`src/rtl/dmix_i2s_clkgen_if.sv`:
```
// dmix_i2s_clkgen_if: rate handshake and frame timing signals of the I2S clock generator.
interface dmix_i2s_clkgen_if;
    logic [1:0] rate_i;
    logic       rate_req_i;
    logic       rate_ack_o;
    logic [1:0] rate_o;
    logic       bck_o;
    logic       lrck_o;
    logic       bit_strobe_o;
    logic       frame_start_o;
    logic [5:0] bit_index_o;
    logic       ready_o;
    modport master (
        output rate_i, rate_req_i,
        input  rate_ack_o, rate_o, bck_o, lrck_o, bit_strobe_o, frame_start_o, bit_index_o, ready_o
    );
    modport slave (
        input  rate_i, rate_req_i,
        output rate_ack_o, rate_o, bck_o, lrck_o, bit_strobe_o, frame_start_o, bit_index_o, ready_o
    );
endinterface

```
`src/rtl/dmix_i2s_clkgen.sv`:
```
// dmix_i2s_clkgen: 64-bit stereo I2S frame timing at 48/96/192 kHz from 98.304 MHz.
// Optional settle muting after reset/rate change with `define DMIX_CLKGEN_SETTLE_EN.
module dmix_i2s_clkgen #(
    parameter int SETTLE_FRAMES = 4
) (
    input logic         clk983040,
    input logic         rst_n,
    dmix_i2s_clkgen_if.slave bus
);
    logic [4:0] div_cnt, div_nxt, per_m1, half_nxt;
    logic [5:0] bit_cnt, bit_nxt;
    logic [1:0] rate, rate_nxt, pend_rate, pend_rate_nxt;
    logic       pend_vld, pend_vld_nxt, wrap, div_wrap, req_ok, ack_nxt, ready, ready_nxt;
    always_comb begin
        per_m1        = 5'd31 >> rate;
        div_wrap      = div_cnt == per_m1;
        wrap          = div_wrap && bit_cnt == 6'd63;
        div_nxt       = div_wrap ? 5'd0 : div_cnt + 5'd1;
        bit_nxt       = div_wrap ? bit_cnt + 6'd1 : bit_cnt;
        ack_nxt       = wrap && pend_vld;
        rate_nxt      = ack_nxt ? pend_rate : rate;
        half_nxt      = 5'd16 >> rate_nxt;
        // a request in the wrap cycle survives as pending for the following wrap
        req_ok        = bus.rate_req_i && bus.rate_i != 2'b11;
        pend_vld_nxt  = req_ok || (pend_vld && !wrap);
        pend_rate_nxt = req_ok ? bus.rate_i : pend_rate;
    end
`ifdef DMIX_CLKGEN_SETTLE_EN
    logic [3:0] settle_cnt, settle_nxt;
    always_comb begin
        settle_nxt = settle_cnt;
        ready_nxt  = ready;
        if (wrap) begin
            ready_nxt  = !ack_nxt && settle_cnt >= 4'(SETTLE_FRAMES);
            settle_nxt = ack_nxt ? 4'd1 : (settle_cnt == 4'd15 ? 4'd15 : settle_cnt + 4'd1);
        end
    end
    always_ff @(posedge clk983040)
        settle_cnt <= !rst_n ? 4'd0 : settle_nxt;
`else
    logic unused_settle;
    assign unused_settle = SETTLE_FRAMES[0];
    assign ready_nxt     = ready || wrap;
`endif
    always_ff @(posedge clk983040) begin
        if (!rst_n) begin
            div_cnt            <= 5'd31;
            bit_cnt            <= 6'd63;
            rate               <= 2'b00;
            pend_vld           <= 1'b0;
            pend_rate          <= 2'b00;
            ready              <= 1'b0;
            bus.bck_o          <= 1'b1;
            bus.lrck_o         <= 1'b0;
            bus.bit_strobe_o   <= 1'b0;
            bus.frame_start_o  <= 1'b0;
            bus.rate_ack_o     <= 1'b0;
            bus.rate_o         <= 2'b00;
            bus.bit_index_o    <= 6'd63;
        end else begin
            div_cnt            <= div_nxt;
            bit_cnt            <= bit_nxt;
            rate               <= rate_nxt;
            pend_vld           <= pend_vld_nxt;
            pend_rate          <= pend_rate_nxt;
            ready              <= ready_nxt;
            bus.bck_o          <= div_nxt >= half_nxt;
            bus.lrck_o         <= bit_nxt[5];
            bus.bit_strobe_o   <= div_nxt == half_nxt;
            bus.frame_start_o  <= bit_nxt == 6'd0 && div_nxt == 5'd0;
            bus.rate_ack_o     <= ack_nxt;
            bus.rate_o         <= rate_nxt;
            bus.bit_index_o    <= bit_nxt;
        end
    end
    assign bus.ready_o = ready;
endmodule

```
`src/flat_wrapper.sv`:
```
// flat-port wrapper written by rule: the top's interface ports become plain ports
module dmix_i2s_clkgen_flat 
#(
    parameter int SETTLE_FRAMES = 4
)
  (clk983040, rst_n, bus_rate_i, bus_rate_req_i, bus_rate_ack_o, bus_rate_o, bus_bck_o, bus_lrck_o, bus_bit_strobe_o, bus_frame_start_o, bus_bit_index_o, bus_ready_o);
  dmix_i2s_clkgen_if bus_i ();
  input logic clk983040;
  input logic rst_n;
  input wire logic [$bits(bus_i.rate_i)-1:0] bus_rate_i;
  input wire logic [$bits(bus_i.rate_req_i)-1:0] bus_rate_req_i;
  output wire logic [$bits(bus_i.rate_ack_o)-1:0] bus_rate_ack_o;
  output wire logic [$bits(bus_i.rate_o)-1:0] bus_rate_o;
  output wire logic [$bits(bus_i.bck_o)-1:0] bus_bck_o;
  output wire logic [$bits(bus_i.lrck_o)-1:0] bus_lrck_o;
  output wire logic [$bits(bus_i.bit_strobe_o)-1:0] bus_bit_strobe_o;
  output wire logic [$bits(bus_i.frame_start_o)-1:0] bus_frame_start_o;
  output wire logic [$bits(bus_i.bit_index_o)-1:0] bus_bit_index_o;
  output wire logic [$bits(bus_i.ready_o)-1:0] bus_ready_o;
  assign bus_i.rate_i = bus_rate_i;
  assign bus_i.rate_req_i = bus_rate_req_i;
  assign bus_rate_ack_o = bus_i.rate_ack_o;
  assign bus_rate_o = bus_i.rate_o;
  assign bus_bck_o = bus_i.bck_o;
  assign bus_lrck_o = bus_i.lrck_o;
  assign bus_bit_strobe_o = bus_i.bit_strobe_o;
  assign bus_frame_start_o = bus_i.frame_start_o;
  assign bus_bit_index_o = bus_i.bit_index_o;
  assign bus_ready_o = bus_i.ready_o;
  dmix_i2s_clkgen #(.SETTLE_FRAMES(SETTLE_FRAMES)) u_core (.clk983040(clk983040), .rst_n(rst_n), .bus(bus_i));
endmodule
```
`config.mk`:
```
export PLATFORM = sky130hd
export DESIGN_NAME = dmix_i2s_clkgen_flat
export DESIGN_NICKNAME = d
export VERILOG_FILES = /design/src/rtl/dmix_i2s_clkgen_if.sv /design/src/rtl/dmix_i2s_clkgen.sv /design/src/flat_wrapper.sv
export SDC_FILE = /design/constraint.sdc
export NUM_CORES = 1
export LEC_CHECK = 0
export CORE_ASPECT_RATIO = 0.75
export CORE_UTILIZATION = 40
export DETAILED_ROUTE_END_ITERATION = 8
export PLACE_DENSITY = 0.75
export SKIP_CTS_REPAIR_TIMING = 1
export SLEW_MARGIN = 40
export SYNTH_ARGS = -nofsm -noshare
export SYNTH_HDL_FRONTEND = slang
export SYNTH_SLANG_ARGS = --single-unit
```
`constraint.sdc`:
```
create_clock -name clk983040 -period 2.7 [get_ports clk983040]
set_input_delay 0.405 -clock clk983040 [delete_from_list [all_inputs] [get_ports clk983040]]
set_output_delay 0.405 -clock clk983040 [all_outputs]
set_load 0.05 [all_outputs]
```
==> Flow_metrics.wiki <==
{| class="wikitable"
! Metric !! Value
|-
| Outcome || finished, final reports clean
|-
| Final hold vios || 0
|-
| Clock tree from TritonCTS || built
|-
| Cell area after placement || 1450 µm²
|-
| CP startpoint kind || flip-flop
|-
| Via count || 1028
|-
| GR Util met3 || 5.61%
|-
| Post-layout worst setup margin || 0.124 ns
|-
| Time the final worst path needs with I/O delays and setup || 2.58 ns
|-
| Number of buffers inserted during clock tree synthesis || 3
|-
| Clock-pin transition on the worst setup and hold timing paths || 0.08 ns
|-
| Startpoint-to-endpoint class of the critical path || flip-flop to flip-flop
|-
| # rows || 16
|-
| Worst-case clock buffer depth || 2
|-
| Cell type with the highest aggregate area in the netlist || sky130_fd_sc_hd__dfxtp_1
|-
| Peak supply drop || 0.603 mV
|-
| Final WL || 2.41 mm
|-
| Critical path fanouts, max || 6
|-
| Gr ovfl total || 0
|-
| Count of state elements after synthesis || 22
|-
| GRT met1 Usage || 23.2%
|-
| Clk sink count || 22
|-
| Xor and xnor fraction of the mapped netlist area || 5.90%
|-
| Area of the die || 3190 µm²
|-
| Hold Worst Slack || 0.473 ns
|-
| Max-slew headroom || 66.7%
|-
| Top-count cell post-synth || sky130_fd_sc_hd__dfxtp_1
|-
| Die Ht || 49.2 µm
|-
| Max-slew violation count || 0
|-
| Overall fraction of global-route tracks in use || 16.8%
|-
| Worst-case reg-to-reg path depth || 11
|-
| Final Setup Violations || 0
|-
| Ranking of synthesized cells by area || sky130_fd_sc_hd__dfxtp_1 37%, sky130_fd_sc_hd__ha_1 7.4%, sky130_fd_sc_hd__nand2_1 6.0%
|-
| Worst skew pair latency || 0.26 ns
|-
| Port Buffers || 18
|-
| Starting DRC count in detailed routing || 60
|-
| Count of H-tree levels built during CTS || 1
|-
| Initial core utilization || 43.9%
|-
| Achievable Freq || 388 MHz
|-
| Max-capacitance violation count || 0
|-
| Crit Reg-Reg Endpoint || u_core.bus.bck_o
|-
| Fraction of final layout cells with drive strength greater than 1 || 14.1%
|-
| Hold-critical path depth || 1
|-
| Met2 routing resource usage after global routing || 25.0%
|-
| Critical Path RT || 2.84 ns
|-
| Core Region || 2700 µm²
|-
| Number of nets still failing antenna checks after routing || 0
|-
| Endpoint, Worst Hold || u_core.bus.ready_o
|-
| Crit end category || flip-flop
|-
| Antenna violations before repair || 0
|-
| Number of global-route vias before repair || 911
|-
| Finished Cell Area || 1520 µm²
|-
| Mux share of post-synthesis cell area || 7.27%
|-
| Class of the worst hold path || flip-flop to flip-flop
|-
| Slack of the worst reg-to-reg path || 0.12 ns
|-
| Adder-Cell Fraction of Synth Area || 7.38%
|-
| Proportion of netlist area held by the largest area contributor || 37.1%
|-
| Global-route wire length before repair || 4.07 mm
|-
| Post-synthesis cell type count || 38
|-
| Count of yosys warnings during synthesis || 0
|-
| Data arrival at the endpoint of the critical path || 2.72 ns
|-
| Launch point of the worst hold path || u_core.bus.ready_o
|-
| Placed wire-length estimate after detailed placement || 1.76 mm
|-
| Basic-gate share of the synthesized area counting and, or, nand and nor cells || 25.3%
|-
| Synth Flop Type || sky130_fd_sc_hd__dfxtp_1
|-
| Total Power Consumption || 1.67 mW
|-
| Most Crowded Layer GR || met2
|-
| Leading cell types by count after synthesis || 22 x sky130_fd_sc_hd__dfxtp_1, 19 x sky130_fd_sc_hd__nand2_1, 10 x sky130_fd_sc_hd__nor2_1
|-
| Post-route setup TNS || 0 ns
|-
| Post-DR wirelength/cell || 12.5 µm
|-
| Lkg Pwr || 0.604 nW
|-
| Mean instance size in the synthesized netlist || 8.93 µm²
|-
| Worst slack after detailed placement || 0.149 ns
|-
| Number of detailed-routing iterations run before antenna repair || 4
|-
| Combinational family with the most area after synthesis || simple AND/OR/NAND/NOR gates
|-
| Number of nets in the final layout || 169
|-
| Startpoint of the worst-slack reg-to-reg timing path || u_core.div_cnt[2]
|-
| Antenna diodes || 0
|-
| I/O pins || 19
|-
| Share of async-settable or async-resettable flops after synthesis || 0%
|-
| Clock root buffer || sky130_fd_sc_hd__clkbuf_8
|-
| Summed instance area of the synthesized netlist || 1190 µm²
|-
| Sequential-to-total area share from yosys stat || 37.1%
|-
| Largest net degree at the start of global routing || 22
|-
| Die extent in x || 64.9 µm
|-
| Via density per instance || 5.35
|-
| Number of remaining DRC errors || 0
|-
| Total power per unit cell area || 1100 nW/µm²
|-
| Cell count after synthesis || 133
|-
| Post-Route Skew || 0.00432 ns
|-
| Worst Tran Pin Value || 0.498 ns
|-
| Synth-to-Final Area Change || 27.6%
|-
| Compound-cell area share of the yosys netlist || 12.9%
|-
| Final worst path period share || 95.4%
|-
| Final Wtd Congestion || 0.845
|-
| Post-synth EDFFs || 0
|-
| Synth Net Count || 145
|}
metrics by stage:
stage | utilization, % | instances
after CTS | 55.5 | 190
after global routing | 56.1 | 192
final | 56.1 | 192
after global placement | 53.8 | 186
after detailed placement | 53.8 | 186
after floorplan | - | 133
per-layer routing:
layer  vias to the layer above  part of all wire [%]
met2                        36                    42
li1                        514                     -
met4                         0                   1.1
met5                         -                     0
met1                       474                    50
met3                         4                   7.0
cell type report:
| class | count | area, µm² |
|---|---|---|
| inverters | 6 | 22.5 |
| multi-input cells | 100 | 728 |
| fillers | 242 | 1190 |
| clock buffers | 4 | 45.0 |
| flip-flops and latches | 22 | 449 |
| repair buffers | 24 | 225 |
| well taps | 36 | 45.0 |
layout by cell type (no fill, tap or decap), types with 2 or more instances in the layout:
cell type,netlist,final
sky130_fd_sc_hd__nand2_1,19,19
sky130_fd_sc_hd__clkdlybuf4s50_1,0,18
sky130_fd_sc_hd__dfxtp_1,22,17
sky130_fd_sc_hd__nor2_1,10,10
sky130_fd_sc_hd__inv_1,6,6
sky130_fd_sc_hd__mux2i_1,6,6
sky130_fd_sc_hd__o21ai_0,7,6
sky130_fd_sc_hd__ha_1,7,6
sky130_fd_sc_hd__buf_4,0,6
sky130_fd_sc_hd__xnor2_1,5,5
sky130_fd_sc_hd__nand4_1,4,4
sky130_fd_sc_hd__o21a_1,4,4
sky130_fd_sc_hd__nand3_1,4,4
sky130_fd_sc_hd__nor2b_1,4,4
sky130_fd_sc_hd__dfxtp_2,0,4
sky130_fd_sc_hd__xor2_1,3,3
sky130_fd_sc_hd__and3_1,3,3
sky130_fd_sc_hd__clkbuf_8,0,3
sky130_fd_sc_hd__nor3_1,2,2
sky130_fd_sc_hd__o221a_2,2,2
sky130_fd_sc_hd__nand2b_1,2,2
flip-flops by register name, indices dropped and copies added (netlist names):
name and cells:
u_core.pend_vld 1, u_core.bus.ready_o 1, u_core.bus.rate_ack_o 1, u_core.bus.rate_o 2
u_core.bus.lrck_o 1, u_core.bus.bit_strobe_o 1, u_core.div_cnt 5, u_core.bus.bck_o 1
u_core.bus.frame_start_o 1, u_core.bus.bit_index_o 6, u_core.pend_rate 2
where the power goes:
part | total (mW) | internal, mW | switching (mW)
registers | 0.517 | 0.415 | 0.101
clock network | 0.206 | 0.105 | 0.100
logic | 0.951 | 0.404 | 0.547
total | 1.67 | 0.924 | 0.749
worst max-delay path by stage:
stage	to	slack, ns	startpoint	cells past startpoint
detailed placement	u_core.bus.bck_o	0.15	u_core.div_cnt[3]	11
CTS	u_core.bus.bck_o	0.11	u_core.div_cnt[3]	11
finish	u_core.bus.bck_o	0.12	u_core.div_cnt[2]	11
global route	u_core.bus.bck_o	-0.16	u_core.div_cnt[2]	11
floorplan	u_core.bus.bck_o	-0.05	u_core.bus.rate_o[0]	11
global placement	u_core.bus.bck_o	0.19	u_core.div_cnt[3]	11
logic make-up after synthesis:
kind of cell             after synthesis
AND/OR/NAND/NOR                       57
buffers and inverters                 11
XOR/XNOR                               8
multiplexers                           8
adder cells (fa/ha/maj)                7
AO/OA/AOI/OAI                         20
flip-flops                            22
critical path: stages (launching register included):
cell,delay [ns]
sky130_fd_sc_hd__dfxtp_1,0.42
sky130_fd_sc_hd__xor2_1,0.18
sky130_fd_sc_hd__a311o_1,0.29
sky130_fd_sc_hd__nand4_1,0.20
sky130_fd_sc_hd__nor3_4,0.23
sky130_fd_sc_hd__buf_4,0.18
sky130_fd_sc_hd__mux2i_1,0.21
sky130_fd_sc_hd__ha_1,0.27
sky130_fd_sc_hd__o21a_1,0.11
sky130_fd_sc_hd__o21a_1,0.16
sky130_fd_sc_hd__o21ai_1,0.11
sky130_fd_sc_hd__nand3b_1,0.08
No activity file was read; power rests on OpenSTA's default activity.
